==> src/rtl/bcd_pkg.sv <==
// Shared definitions for the sequential binary-to-BCD converter.
//   BLANK_CODE : nibble shown for a blanked digit
//   state_e    : converter FSM states
//   min_digits : smallest digit count that can hold any WIDTH-bit value
package bcd_pkg;

  localparam logic [3:0] BLANK_CODE = 4'hF;

  typedef enum logic {
    StIdle,
    StConv
  } state_e;

  // ceil(width * log10(2)), with log10(2) approximated as 0.30103.
  function automatic int unsigned min_digits(input int unsigned width);
    return (width * 30103 + 99999) / 100000;
  endfunction

endpackage

==> src/rtl/bcd_digit_adj.sv <==
// Double-dabble digit correction: adds 3 to a BCD nibble that is 5 or more,
// so that the following left shift carries correctly into the next digit.
//   digit_i : BCD nibble before correction (0..9)
//   digit_o : corrected nibble
module bcd_digit_adj (
  input  logic [3:0] digit_i,
  output logic [3:0] digit_o
);

  // A nibble <= 9 plus 3 is at most 12, so no carry out is possible.
  assign digit_o = (digit_i >= 4'd5) ? digit_i + 4'd3 : digit_i;

endmodule

==> src/rtl/bin_to_bcd_seq.sv <==
// Sequential binary-to-BCD converter (shift-and-add-3), one input bit per clock.
//   sysclk  : clock, rising edge
//   rst     : asynchronous active-high reset
//   start   : conversion request, sampled only when idle
//   bin_in  : WIDTH-bit unsigned value, captured on the accepting edge
//   enable  : display enable; low shows BLANK_CODE on every digit
//   bcd_out : DIGITS BCD digits, digit 0 in bits [3:0]
//   busy    : conversion in progress
//   done    : one-cycle pulse when bcd_out takes a new result
//   valid   : sticky, set after the first completed conversion
// Optional feature macro BIN_TO_BCD_LZB_EN: blank leading zero digits (digit 0 always shown).
module bin_to_bcd_seq
  import bcd_pkg::*;
#(
  parameter int unsigned WIDTH  = 16,
  parameter int unsigned DIGITS = 5
) (
  input  logic                  sysclk,
  input  logic                  rst,
  input  logic                  start,
  input  logic [WIDTH-1:0]      bin_in,
  input  logic                  enable,
  output logic [4*DIGITS-1:0]   bcd_out,
  output logic                  busy,
  output logic                  done,
  output logic                  valid
);

  localparam int unsigned BcdW = 4 * DIGITS;
  localparam int unsigned SrW  = BcdW + WIDTH;
  localparam int unsigned CntW = $clog2(WIDTH + 1);

  if (WIDTH < 1) begin : g_width_err
    $fatal(1, "bin_to_bcd_seq: WIDTH must be at least 1");
  end
  if (DIGITS < min_digits(WIDTH)) begin : g_digits_err
    $fatal(1, "bin_to_bcd_seq: DIGITS too small for WIDTH");
  end

  state_e            state_q, state_d;
  logic [CntW-1:0]   cnt_q, cnt_d;
  logic [SrW-1:0]    sr_q, sr_d;
  logic [BcdW-1:0]   res_q, res_d;
  logic              busy_q, busy_d;
  logic              done_q, done_d;
  logic              valid_q, valid_d;

  logic [BcdW-1:0]   adj_field;
  logic [SrW-1:0]    sr_step;

  // Correct every BCD digit of the shift register in parallel.
  for (genvar g = 0; g < DIGITS; g++) begin : g_adj
    bcd_digit_adj u_adj (
      .digit_i (sr_q[WIDTH + 4*g +: 4]),
      .digit_o (adj_field[4*g +: 4])
    );
  end

  assign sr_step = {adj_field, sr_q[WIDTH-1:0]} << 1;

  always_comb begin
    state_d = state_q;
    cnt_d   = cnt_q;
    sr_d    = sr_q;
    res_d   = res_q;
    busy_d  = busy_q;
    done_d  = 1'b0;
    valid_d = valid_q;
    unique case (state_q)
      StIdle: begin
        if (start) begin
          sr_d    = {{BcdW{1'b0}}, bin_in};
          cnt_d   = CntW'(WIDTH);
          busy_d  = 1'b1;
          state_d = StConv;
        end
      end
      StConv: begin
        sr_d  = sr_step;
        cnt_d = cnt_q - CntW'(1);
        // Last iteration: publish the BCD field directly from the shifted value.
        if (cnt_q == CntW'(1)) begin
          res_d   = sr_step[SrW-1 -: BcdW];
          done_d  = 1'b1;
          valid_d = 1'b1;
          busy_d  = 1'b0;
          state_d = StIdle;
        end
      end
    endcase
  end

  always_ff @(posedge sysclk or posedge rst) begin
    if (rst) begin
      state_q <= StIdle;
      cnt_q   <= '0;
      sr_q    <= '0;
      res_q   <= '0;
      busy_q  <= 1'b0;
      done_q  <= 1'b0;
      valid_q <= 1'b0;
    end else begin
      state_q <= state_d;
      cnt_q   <= cnt_d;
      sr_q    <= sr_d;
      res_q   <= res_d;
      busy_q  <= busy_d;
      done_q  <= done_d;
      valid_q <= valid_d;
    end
  end

  // Display masking is purely combinational on the held result.
  always_comb begin
`ifdef BIN_TO_BCD_LZB_EN
    logic lead;
`endif
    bcd_out = enable ? res_q : {DIGITS{BLANK_CODE}};
`ifdef BIN_TO_BCD_LZB_EN
    lead = 1'b1;
    for (int i = int'(DIGITS) - 1; i >= 1; i--) begin
      if (lead && (bcd_out[4*i +: 4] == 4'h0)) begin
        bcd_out[4*i +: 4] = BLANK_CODE;
      end else begin
        lead = 1'b0;
      end
    end
`endif
  end

  assign busy  = busy_q;
  assign done  = done_q;
  assign valid = valid_q;

endmodule

==> config.mk <==
export PLATFORM = sky130hd
export DESIGN_NAME = bin_to_bcd_seq
export DESIGN_NICKNAME = d
export VERILOG_FILES = /design/src/rtl/bcd_pkg.sv /design/src/rtl/bcd_digit_adj.sv /design/src/rtl/bin_to_bcd_seq.sv
export SDC_FILE = /design/constraint.sdc
export NUM_CORES = 1
export LEC_CHECK = 0
export BUFFER_PORTS_ARGS = -buffer_cell sky130_fd_sc_hd__clkbuf_2
export CORE_MARGIN = 2
export CORE_UTILIZATION = 50
export DETAILED_ROUTE_END_ITERATION = 16
export PLACE_DENSITY = 0.78
export SYNTH_ARGS = -nofsm -noshare
export SYNTH_HDL_FRONTEND = slang
export SYNTH_SLANG_ARGS = --single-unit
==> constraint.sdc <==
create_clock -name sysclk -period 3.2 [get_ports sysclk]
set_input_delay 0.64 -clock sysclk [delete_from_list [all_inputs] [get_ports sysclk]]
set_output_delay 0.64 -clock sysclk [all_outputs]
set_load 0.02 [all_outputs]
After elaboration in Yosys (flattened, before gate mapping)

Cells that the tools add are included.

Flip-flop bits (word level): 65
Bits in latches: 0
Memory bits (writable): 0
Bits in read-only memories: 0
Bits of input ports: 20
Output and inout bits: 23
Logic and storage cells: 42
Memories kept: 0

Add/sub/neg operators: 6
Multiply operators: 0
Divide/modulo/power cells: 0
Magnitude comparators: 5
Eq/ne operators: 3
Shifts and indexed selects: 0
Mux-type cells: 18
Bitwise gates (word level): 1
Reductions and logical operators: 2

Operators with widths:

| operator                                            | number |
|---|---|
| case mux 36 bit (2 select lines)                    | 1 |
| 2-to-1 mux 36 bit                                   | 1 |
| >= comparator 4 x 3 -> 1 bit, second input constant | 5 |
| 2-to-1 mux 20 bit                                   | 1 |
| adder 4 x 2 -> 4 bit, second input constant         | 4 |
| 2-to-1 mux 4 bit                                    | 4 |
| case mux 5 bit (2 select lines)                     | 1 |
| 2-to-1 mux 1 bit                                    | 6 |
| equality test 5 x 1 -> 1 bit, second input constant | 1 |
| 2-to-1 mux 5 bit                                    | 1 |
| subtractor 5 x 1 -> 5 bit, second input constant    | 1 |
| case mux 1 bit (2 select lines)                     | 2 |
| AND reduction 2 bit                                 | 2 |
| adder 3 x 2 -> 3 bit, second input constant         | 1 |
| 2-to-1 mux 3 bit                                    | 1 |
| != test 2 x 1 -> 1 bit, second input constant       | 1 |
| != test 2 bit, second input constant                | 1 |
| inverter 1 bit                                      | 1 |

Logic depth before layout (Yosys ltp)

Word-level depth: 3
Mapped depth: 6
Mapped depth without buffers: 6

Modules after synthesis

A second synthesis with hierarchy kept.

Cell total of the unflattened synthesis: 295
Area, all modules: 3201.8 um^2

By module, submodules not included:

| module         | times used | cells each | area each (um^2) | sequential area each (um^2) |
|---|---|---|---|---|
| bin_to_bcd_seq | 1          | 215        | 2695.1           | 1626.6 |
| bcd_digit_adj  | 5          | 16         | 101.3            | 0.0 |

Worst setup path before layout

OpenSTA, ideal clock, no wires.

Kind: input port to output port
Start: in enable
End: out bcd_out[0]
Arrival time: 1094 ps
Required time: 2560 ps
Slack: 1466 ps
Cell stages on the path: 2
Path buffers: 1
Cells stage by stage: clkbuf_1 -> nand2b_1

Word-level cells in the longest chain between the ends: 1

Ends and longest elaborated chain:

| element            | RTL line              | source |
|---|---|---|
| start: declaration | bin_to_bcd_seq.sv:22  | `input logic enable,` |
| 2-to-1 mux 20 bit  | bin_to_bcd_seq.sv:118 | `bcd_out = enable ? res_q : {DIGITS{BLANK_CODE}};` |
| end: declaration   | bin_to_bcd_seq.sv:23  | `output logic [4*DIGITS-1:0] bcd_out,` |

Every way passes these cells.

Worst setup path after layout

Start: in enable
End: out bcd_out[8]

The elaborated chain is that of the path after synthesis.

==> impl_metrics.csv <==
group,metric,value,unit
timing,rsz0062_at_grt,"false",
timing,hold_viol_final,0,
global_route,antenna_found_initial,0,
floorplanning,io_pins,43,
floorplanning,rows,29,
drt,vias_per_cell,5.30,
timing,min_period,1.94,ns
clocking,htreeDepth,3,
clocking,cts.path.max_buffers,2,
floorplanning,dieWidth,83.9,µm
floorplanning,core,0.00628,mm²
logic_synthesis,synth-main-ff-cell,"dfrtp_1",
power_and_ir_drop,vdd_drop_max,0.478,mV
timing,setup_tns,0,ns
clocking,cts_hold_buffers,0,
logic_synthesis,yosysMostFrequentCell,"dfrtp_1",
setup_path,path_common_cell,"clkbuf_2",
global_route,grt_use_total,0.193,
setup_path,crit_chain,"clkbuf_2 > nand2b_1 > clkbuf_2",
clocking,post_cts_buffers,0,
clocking,cts_resized,0,
layout,layout.nets,388,
drt,wl_per_cell,13.4,µm
timing,post-route-period-util,0.605,
clocking,cts.sink_count,65,
setup_path,critical-path-top-delay-family,"buffers and inverters",
logic_synthesis,syn-num-nets,346,
run_status,outcome,"complete, no violations",
power_and_ir_drop,power_density,1060,mW/mm²
drt,vias,2321,
setup_path,critPathKind,"input pin to output pin",
setup_path,cp_max_fo,20,
logic_synthesis,ys_seq_area_frac,0.510,
setup_path,cp.arrival,1.30,ns
layout,areaGrowthSynthToFinish,16.4,%
layout,antennaDiodeCount,0,
global_route,grt_pass1_wl,10900,µm
setup_path,cp.depth,3,
floorplanning,dieHeight,83.9,µm
timing,worstMarginPinSlew,0.764,ns
clocking,clkTransAtPathRegs,0.07,ns
setup_path,start_kind,"input pin",
setup_path,cp.required,2.56,ns
logic_synthesis,netlist.area_leader.share,0.510,
setup_path,path_buf_inv,2,
timing,slew_headroom,0.491,
floorplanning,initial_core_util,0.508,
clocking,cts_inserted_buffers,9,
setup_path,slowest_stage,"clkbuf_2",
logic_synthesis,synth-edff-count,0,
logic_synthesis,ys_async_sr_fraction,1.00,
logic_synthesis,syn_area,0.00319,mm²
logic_synthesis,yosysWarnings,0,
layout,fill_cells,552,
drt,drt_iter0_markers,104,
logic_synthesis,yosysUniqueCellTypes,24,
power_and_ir_drop,p_leak,0.00177,µW
logic_synthesis,synth_top_cell_by_area,"dfrtp_1",
drt,dr.pass1.iters,4,
layout,final_core_util,0.592,
flow_run,drv_cap,0,
placed_design,gp_congestion,0.753,
global_route,grt_max_degree,50,
timing,fmax,517,MHz
placed_design,dp_hpwl,3990,µm
global_route,grt_pass1_vias,2394,
clocking,cts_tree,"yes",
layout,layout.area.seq,0.00163,mm²
global_route,overflow,0,
logic_synthesis,synth_seq_cells,65,
layout,multi_input_area,0.00142,mm²
logic_synthesis,netlist_instances,314,
timing,finClkSkew,0.00491,ns
logic_synthesis,avgSynthCellArea,10.2,µm²
drt,drc,0,
power_and_ir_drop,p_total,3940,µW
setup_path,cpPeakStageDelay,0.36,ns
logic_synthesis,yosys-top-cells-area,"dfrtp_1 51%, mux2i_1 6.3%, nand2b_1 5.3%, ha_1 4.7%, o21ai_0 4.1%",
clocking,worstSkewPairLatency,0.34,ns
floorplanning,die_area,0.00704,mm²
layout,layout-drive-gt1-share,0.216,
drt,routed_wl,5870,µm
hold_path,hold_path.class,"input pin to async pin",
timing,final-setup-viol-count,0,
clocking,cts_root_buffer,"clkbuf_8",
drt,postRouteAntennaNets,0,
timing,slew_viol_final,0,
setup_path,endpoint_kind,"output pin",
setup_path,reg2regPathDepth,4,
logic_synthesis,netlist_top_cells_count,"65 x dfrtp_1, 30 x nand2_1, 27 x nand2b_1",
placed_design,portBuffers,42,
-- final cells by class --
cell class	instances	share of cell area
Clock inverter	6	0.0307
Multi-Input combinational cell	215	0.382
Timing Repair Buffer	48	0.0687
Inverter	17	0.0172
Clock buffer	10	0.0371
Tap cell	77	0.0259
Sequential cell	65	0.438
-- cells by family (layout without fill, tap and decap cells) --
family / after synthesis / count (layout) / synth area share
adder cells (fa/ha/maj): 12 / 12 / 0.0471
XOR/XNOR: 5 / 5 / 0.0137
AND/OR/NAND/NOR: 93 / 93 / 0.153
flip-flops: 65 / 65 / 0.510
multiplexers: 31 / 31 / 0.102
AO/OA/AOI/OAI: 74 / 74 / 0.129
buffers and inverters: 34 / 81 / 0.0451
-- path summary, 6_finish.rpt --
| kind | start | to | slack (ns) |
|---|---|---|---|
| worst max-delay path | enable | bcd_out[8] | 1.26 |
| worst min-delay path | rst | sr_q[1] | 0.38 |
| worst max register to register | state_q | res_q[6] | 1.44 |
| worst min register to register | valid | valid | 0.47 |
| max in group asynchronous | rst | sr_q[32] | 2.10 |
| min in group sysclk | valid | valid | 0.47 |
-- flip-flops by register name (all words and copies together), names as in the netlist --
register / cells
res_q: 20
busy: 1
done: 1
sr_q: 36
valid: 1
state_q: 1
cnt_q: 5
-- worst register-to-register path: stages (launching register included) --
cell and delay, ns:
dfrtp_1 0.53, nand2b_1 0.19, nor4b_4 0.26, buf_4 0.31, mux2_2 0.37
-- routing by layer --
layer / GRT usage / vias to the layer above / wire length [µm]
met3: 0.0485 / 6 / 240
met5: 0 / - / 0
li1: - / 1156 / -
met1: 0.250 / 1114 / 2710
met2: 0.312 / 45 / 2850
met4: 0.0792 / 0 / 65
-- layout by cell type (no fill, tap or decap), types with 2 or more instances in the layout --
cell type    n
dfrtp_1     65
clkbuf_2    42
nand2_1     30
nand2b_1    27
o21ai_0     26
a21oi_1     24
mux2i_1     20
nor2_1      17
inv_1       16
o22ai_1     12
ha_1        12
nor3b_1     11
mux2_2      11
clkbuf_8    10
a21o_1       9
buf_4        6
xnor2_1      5
nor3_1       5
bufinv_16    3
a31oi_1      2
clkinvlp_4   2
-- metrics by stage --
stage / hold WS (ns) / setup slack, ns / area [µm²] / instances
after floorplan: 0.449 / 0.934 / 3190 / 314
after global placement: 0.456 / 1.25 / 3460 / 422
after detailed placement: 0.458 / 1.20 / 3460 / 422
after CTS: 0.399 / 1.23 / 3710 / 438
after global routing: 0.426 / 1.15 / 3710 / 438
final: 0.385 / 1.26 / 3710 / 438
-- where the power goes --
group	internal [µW]	leakage, µW	switching, µW
Sequential	1210	0.000805	263
Combinational	738	0.000842	866
Clock	541	0.000119	324
Note: power is estimated with default switching activity, not from simulation.
